## src/rtl/sdm_modulator.sv

```systemverilog
// Second-order single-bit sigma-delta modulator: signed PCM in, pulse-density bit out.
// Both integrators saturate rather than wrap, so overdriven inputs degrade gracefully.
module sdm_modulator #(
    parameter int DAC_BW = 16,
    parameter int INT_W  = DAC_BW + 6
) (
    input  logic                     clk,
    input  logic                     rst_n,
    input  logic signed [DAC_BW-1:0] din,
    output logic                     dout
);

    localparam int SUM_W = INT_W + 2;

    localparam logic signed [SUM_W-1:0] FB_POS  = $signed(SUM_W'(1) << (DAC_BW - 1));
    localparam logic signed [SUM_W-1:0] FB_NEG  = -FB_POS;
    localparam logic signed [SUM_W-1:0] SAT_MAX = $signed((SUM_W'(1) << (INT_W - 1)) - SUM_W'(1));
    localparam logic signed [SUM_W-1:0] SAT_MIN = -$signed(SUM_W'(1) << (INT_W - 1));

    logic signed [INT_W-1:0] i1;
    logic signed [INT_W-1:0] i2;
    logic                    dout_q;

    logic                    q;
    logic signed [SUM_W-1:0] v;
    logic signed [SUM_W-1:0] x_ext;
    logic signed [SUM_W-1:0] i1_ext;
    logic signed [SUM_W-1:0] i2_ext;
    logic signed [SUM_W-1:0] i1_n_ext;
    logic signed [SUM_W-1:0] sum1;
    logic signed [SUM_W-1:0] sum2;
    logic signed [INT_W-1:0] i1_next;
    logic signed [INT_W-1:0] i2_next;

    function automatic logic signed [INT_W-1:0] sat(input logic signed [SUM_W-1:0] s);
        logic signed [SUM_W-1:0] c;
        if (s > SAT_MAX)
            c = SAT_MAX;
        else if (s < SAT_MIN)
            c = SAT_MIN;
        else
            c = s;
        return $signed(c[INT_W-1:0]);
    endfunction

    always_comb begin
        // Quantiser looks only at registered state, so dout is one stage behind it.
        q        = ~i2[INT_W-1];
        v        = q ? FB_POS : FB_NEG;
        x_ext    = $signed({{(SUM_W-DAC_BW){din[DAC_BW-1]}}, din});
        i1_ext   = $signed({{(SUM_W-INT_W){i1[INT_W-1]}}, i1});
        i2_ext   = $signed({{(SUM_W-INT_W){i2[INT_W-1]}}, i2});
        sum1     = i1_ext + x_ext - v;
        i1_next  = sat(sum1);
        // Second integrator consumes the freshly updated first integrator.
        i1_n_ext = $signed({{(SUM_W-INT_W){i1_next[INT_W-1]}}, i1_next});
        sum2     = i2_ext + i1_n_ext - v;
        i2_next  = sat(sum2);
    end

    always_ff @(posedge clk or negedge rst_n) begin
        if (!rst_n) begin
            i1     <= '0;
            i2     <= '0;
            dout_q <= 1'b0;
        end else begin
            i1     <= i1_next;
            i2     <= i2_next;
            dout_q <= q;
        end
    end

    assign dout = dout_q;

endmodule

```

## config.mk

```make
export PLATFORM = sky130hd
export DESIGN_NAME = sdm_modulator
export DESIGN_NICKNAME = d
export VERILOG_FILES = /design/src/rtl/sdm_modulator.sv
export SDC_FILE = /design/constraint.sdc
export NUM_CORES = 1
export LEC_CHECK = 0
export BUFFER_PORTS_ARGS = -buffer_cell sky130_fd_sc_hd__buf_2
export CAP_MARGIN = 20
export CORE_ASPECT_RATIO = 1.5
export CORE_MARGIN = 8
export CORE_UTILIZATION = 50
export CTS_CLUSTER_DIAMETER = 30
export CTS_CLUSTER_SIZE = 12
export DETAILED_ROUTE_END_ITERATION = 16
export GPL_ROUTABILITY_DRIVEN = 0
export GPL_TIMING_DRIVEN = 0
export PLACE_DENSITY = 0.72
export SETUP_SLACK_MARGIN = 0.1
export SLEW_MARGIN = 5
export SYNTH_ARGS = -nofsm -noshare
export SYNTH_HDL_FRONTEND = slang
export SYNTH_SLANG_ARGS = --single-unit
```

## constraint.sdc

```tcl
create_clock -name clk -period 12.6 [get_ports clk]
set_clock_uncertainty 0.05 [all_clocks]
set_input_delay 0.63 -clock clk [delete_from_list [all_inputs] [get_ports clk]]
set_output_delay 0.63 -clock clk [all_outputs]
set_load 0.01 [all_outputs]
```

; Word level (Yosys, flattened, before mapping)
; Cells that the tools add are included.
[totals]
register_bits = 45
in_bits = 18
out_inout_bits = 1
[op_classes]
add_sub_neg = 4
muxes = 5
n_bitwise = 1
order_cmp = 4
[ops]
columns = op, n
row1 = $mux W22, 4
row2 = $gt A24 B22 Y1 const B, 2
row3 = $lt A24 B22 Y1 const B, 2
row4 = $sub A23 B24 Y24, 2
row5 = $mux W24, 1
row6 = $add A22 B16 Y23, 1
row7 = $add A22 B22 Y23, 1
row8 = $not A1 Y1, 1

; Depth between registers and ports, before layout
[logic_depth]
ltp_word = 10
ltp_mapped = 29
depth_no_buf = 27

; Worst setup path after synthesis
; OpenSTA, ideal clock, no wires.
[synth_path]
kind = input -> register
from = input din[15]
to = register i2[6]
slack_ps = 6066
arrival_time_ps = 6388
setup_time_ps = 96
stages = 26
cell_sequence = inv_1 > fa_1 > inv_1 > ha_1 > buf_6 > a21o_1 > a21o_1 > a311oi_2 > nor3b_1 > o31a_1 > o31ai_4 > clkbuf_1 > a21oi_1 > ha_1 > inv_1 > ha_1 > a21o_1 > a21oi_1 > a211oi_1 > o21a_1 > o311a_1 > o41ai_1 > o21bai_1 > a21oi_1 > a21oi_1 > o32ai_2
[synth_between]
elab_chain_len = 10
elab_cells_between_ends = 12
classes_between = add/sub: 4 / order compare: 4 / mux: 4
[synth_rtl]
columns = item, line
row1 = "start, declared", 9  ; input logic signed [DAC_BW-1:0] din,
row2 = $add A22 B16 Y23 (*), 53  ; sum1 = i1_ext + x_ext - v;
row3 = $sub A23 B24 Y24 (*), 53
row4 = $lt A24 B22 Y1, 39  ; else if (s < SAT_MIN)
row5 = $mux W22, 39
row6 = $mux W22 (*), 37  ; if (s > SAT_MAX)
row7 = $add A22 B22 Y23 (*), 57  ; sum2 = i2_ext + i1_n_ext - v;
row8 = $sub A23 B24 Y24 (*), 57
row9 = $lt A24 B22 Y1, 39
row10 = $mux W22, 39
row11 = $mux W22 (*), 37
row12 = net i2_next[6], 33  ; logic signed [INT_W-1:0] i2_next;
row13 = "end signal, assigned", 68  ; i2 <= i2_next;
row14 = "end, declared", 21  ; logic signed [INT_W-1:0] i2;
; The timed path passes the listed nets; every way through them passes the cells marked *.

; Final worst setup path
[layout_path]
from = register i2[21]
to = register i2[17]
[layout_between]
elab_chain_len = 10
elab_cells_between_ends = 12
classes_between = add/sub: 3 / order compare: 4 / mux: 5
[layout_rtl]
columns = item, line
row1 = $mux W24, 49  ; v = q ? FB_POS : FB_NEG;
row2 = $sub A23 B24 Y24, 53
row3 = $lt A24 B22 Y1, 39
row4 = $mux W22, 39
row5 = $mux W22, 37
row6 = $add A22 B22 Y23, 57
row7 = $sub A23 B24 Y24 (*), 57
row8 = $lt A24 B22 Y1, 39
row9 = $mux W22, 39
row10 = $mux W22 (*), 37
row11 = net i2_next[17], 33
; Marks and branches as above.

==> results.toml <==
[critical_path]
cp-startpoint = "i2[21]"
start_kind = "flip-flop"
cp_slowest_cell = "dfrtp_1"
cp_max_fo = 11
crit_path_cell_trace = "inv_1 -> fa_1 -> ha_1 -> clkbuf_1 -> and3_1 -> a311oi_2 -> nor3b_1 -> a221oi_1 -> a31oi_2 -> clkbuf_1 -> a21oi_1 -> ha_1 -> inv_1 -> ha_1 -> a21o_1 -> a21oi_1 -> a211oi_1 -> o21a_1 -> o311a_1 -> o41ai_1 -> o21bai_1 -> a21oi_1 -> nand2_1 -> a31oi_1"
max_stage_delay_ns = 0.78
r2r_slack_ns = 4.64
cp.arrival_ns = 8.11
setup.worst_path.class = "reg2reg"
reg2reg_from = "i2[21]"
critical_path_required_ns = 12.74
endpoint = "i2[17]"
cp-end-kind = "flip-flop"
r2r_end = "i2[17]"
rr_worst_depth = 24

[logic_synthesis]
synth_area_per_cell_um2 = 8.16
synth.distinct_cells = 70
syn-num-nets = 753
ys_seq_area_share_pct = 21.2
ys_warn_count = 0
synth_edf_count = 0
synth-main-ff-cell = "dfrtp_1"
async_flop_share_pct = 100
syn_inst = 650
synth_area_leader_cell = "dfrtp_1"
yosysTopAreaCellShare_pct = 21.2
synth_area_leaders = "dfrtp_1 21%, ha_1 17%, inv_1 11%"
netlist_area_um2 = 5310
ys_seq_elements = 45

[sta]
min_period_ns = 7.97
tns_ns = 0
hold_violations = 0
max_slew_margin_pct = 54.7
finalMaxSlewViolations = 0
setup_viol = 0
max_clock_freq_mhz = 126
rsz0062_at_grt = "no"
max_slew.worst_pin.slew_ns = 0.679
layout_worst_path_cycle_share_pct = 63.2

[final_layout]
final_common_cell = "inv_1"
post-route-cell-area_um2 = 5790
instances_no_fill = 821
multi_input_area_um2 = 3500
layout-drive-gt1-share_pct = 9.16
diodes = 0
final_cell_mix = "157 x inv_1, 74 x ha_1, 61 x a21oi_1"
area_growth_pct = 9.05
fin_nets = 779
nFillCells = 1026
ff_latch_area_um2 = 1130

[clock_network]
cts_setup_buffers = 0
cts_resized = 0
clk_pin_slew_ns = 0.07
cts_tree = "built"
hold_buffers = 0
cts_inserted_buffers = 5
insertion_delay_ns = 0.30
cts_max_level = 2
cts-root-buf = "clkbuf_16"
cts.path.max_buffers = 2
clock_sinks = 45

[floorplanning]
row_count = 46
dieArea_um2 = 14200
die_h_um = 142
start_util_pct = 50.7
pin_count = 19
coreArea_um2 = 10500
die_w_um = 100

[detailed_routing]
routed_via_density = 5.55
wl_per_cell_um = 15.0
drt_iter0_drc = 153
drt-total-wl_mm = 12.3
route.antenna.remaining_nets = 0
firstDrtPassIters = 4
vias = 4556
drc_errors = 0

[global_routing]
grt_max_degree = 46
antenna_found_initial = 0
gr-total-overflow = 0
grt_usage_pct = 18.3
grt_pass1_vias = 4692
grt_pass1_wl_mm = 20.7

[min_path]
min_path_type = "in2async"

[placement]
io_buffers = 18
placed_area_um2 = 5580
dp.cells = 812
dp_hpwl_mm = 9.78

[status]
status = "finished, final reports clean"

[flow_run]
max-cap-violations = 0
[through the flow]
step           utilization, %  setup slack [ns]  hold slack (ns)
2_1_floorplan               -              6.07            0.284
3_3_place_gp             53.2              4.66            0.611
3_5_place_dp             53.2              4.50            0.634
4_1_cts                  55.1              4.69            0.539
5_1_grt                  55.2              4.11            0.161
6_report                 55.2              4.64            0.145
[critical path: cells and delay by family (launching register included)]
kind / cells / cell delay [ns]
AND/OR/NAND/NOR: 3 / 1.24
adder cells (fa/ha/maj): 4 / 1.38
flip-flops: 1 / 0.78
buffers and inverters: 4 / 0.99
AO/OA/AOI/OAI: 13 / 3.43
[cells in the mapped netlist, types with 5 or more instances]
master / number
a21o_1: 29
a21oi_1: 61
a31oi_1: 8
and3_1: 5
buf_6: 5
clkbuf_1: 9
dfrtp_1: 45
fa_1: 11
ha_1: 74
inv_1: 157
nand2_1: 29
nand2b_1: 6
nand3_1: 14
nand4_1: 5
nor2_1: 22
nor2b_1: 8
nor3_1: 13
o211ai_1: 9
o21a_1: 8
o21ai_0: 11
o21bai_1: 6
xnor2_1: 19
xor2_1: 14
[sequential cells by signal (all words and copies together), names as in the netlist]
register and count:
i1 22, i2 22, dout 1
[cell type report]
cell class | instances | share of cell area [%]
timing repair buffer | 19 | 1.90
tap | 144 | 3.11
sequential | 45 | 19.5
clock inverter | 3 | 1.12
buffer | 15 | 1.64
clock buffer | 5 | 2.16
multi-input combinational | 433 | 60.4
inverter | 157 | 10.2
[worst min path at each step]
stage / cells past startpoint / end / slack, ns / from
6_report: 1 / i1[4] / 0.15 / rst_n
5_1_grt: 1 / i1[4] / 0.16 / rst_n
4_1_cts: 1 / i2[5] / 0.54 / rst_n
3_5_place_dp: 2 / i1[0] / 0.63 / i1[0]
3_3_place_gp: 2 / i1[0] / 0.61 / i1[0]
2_1_floorplan: 0 / dout / 0.28 / rst_n
[per-layer routing]
layer | GRT usage [%] | wire, um
met1 | 17.0 | 4700
met2 | 34.7 | 6510
met3 | 2.74 | 344
met4 | 13.5 | 748
met5 | 0 | 0
[kinds of logic after synthesis]
| group | Yosys count | synth area share, % |
|---|---|---|
| and+or+nand+nor | 124 | 12.2 |
| adders and majority gates | 85 | 21.6 |
| xor gates and xnor gates | 33 | 5.45 |
| buffers and inverters | 172 | 12.9 |
| AOI/OAI and AO/OA | 191 | 26.6 |
| DFF | 45 | 21.2 |
Power is left out: the tool's default activity adds up to more than one toggle a clock period on the data nets, which glitch-free logic cannot reach.
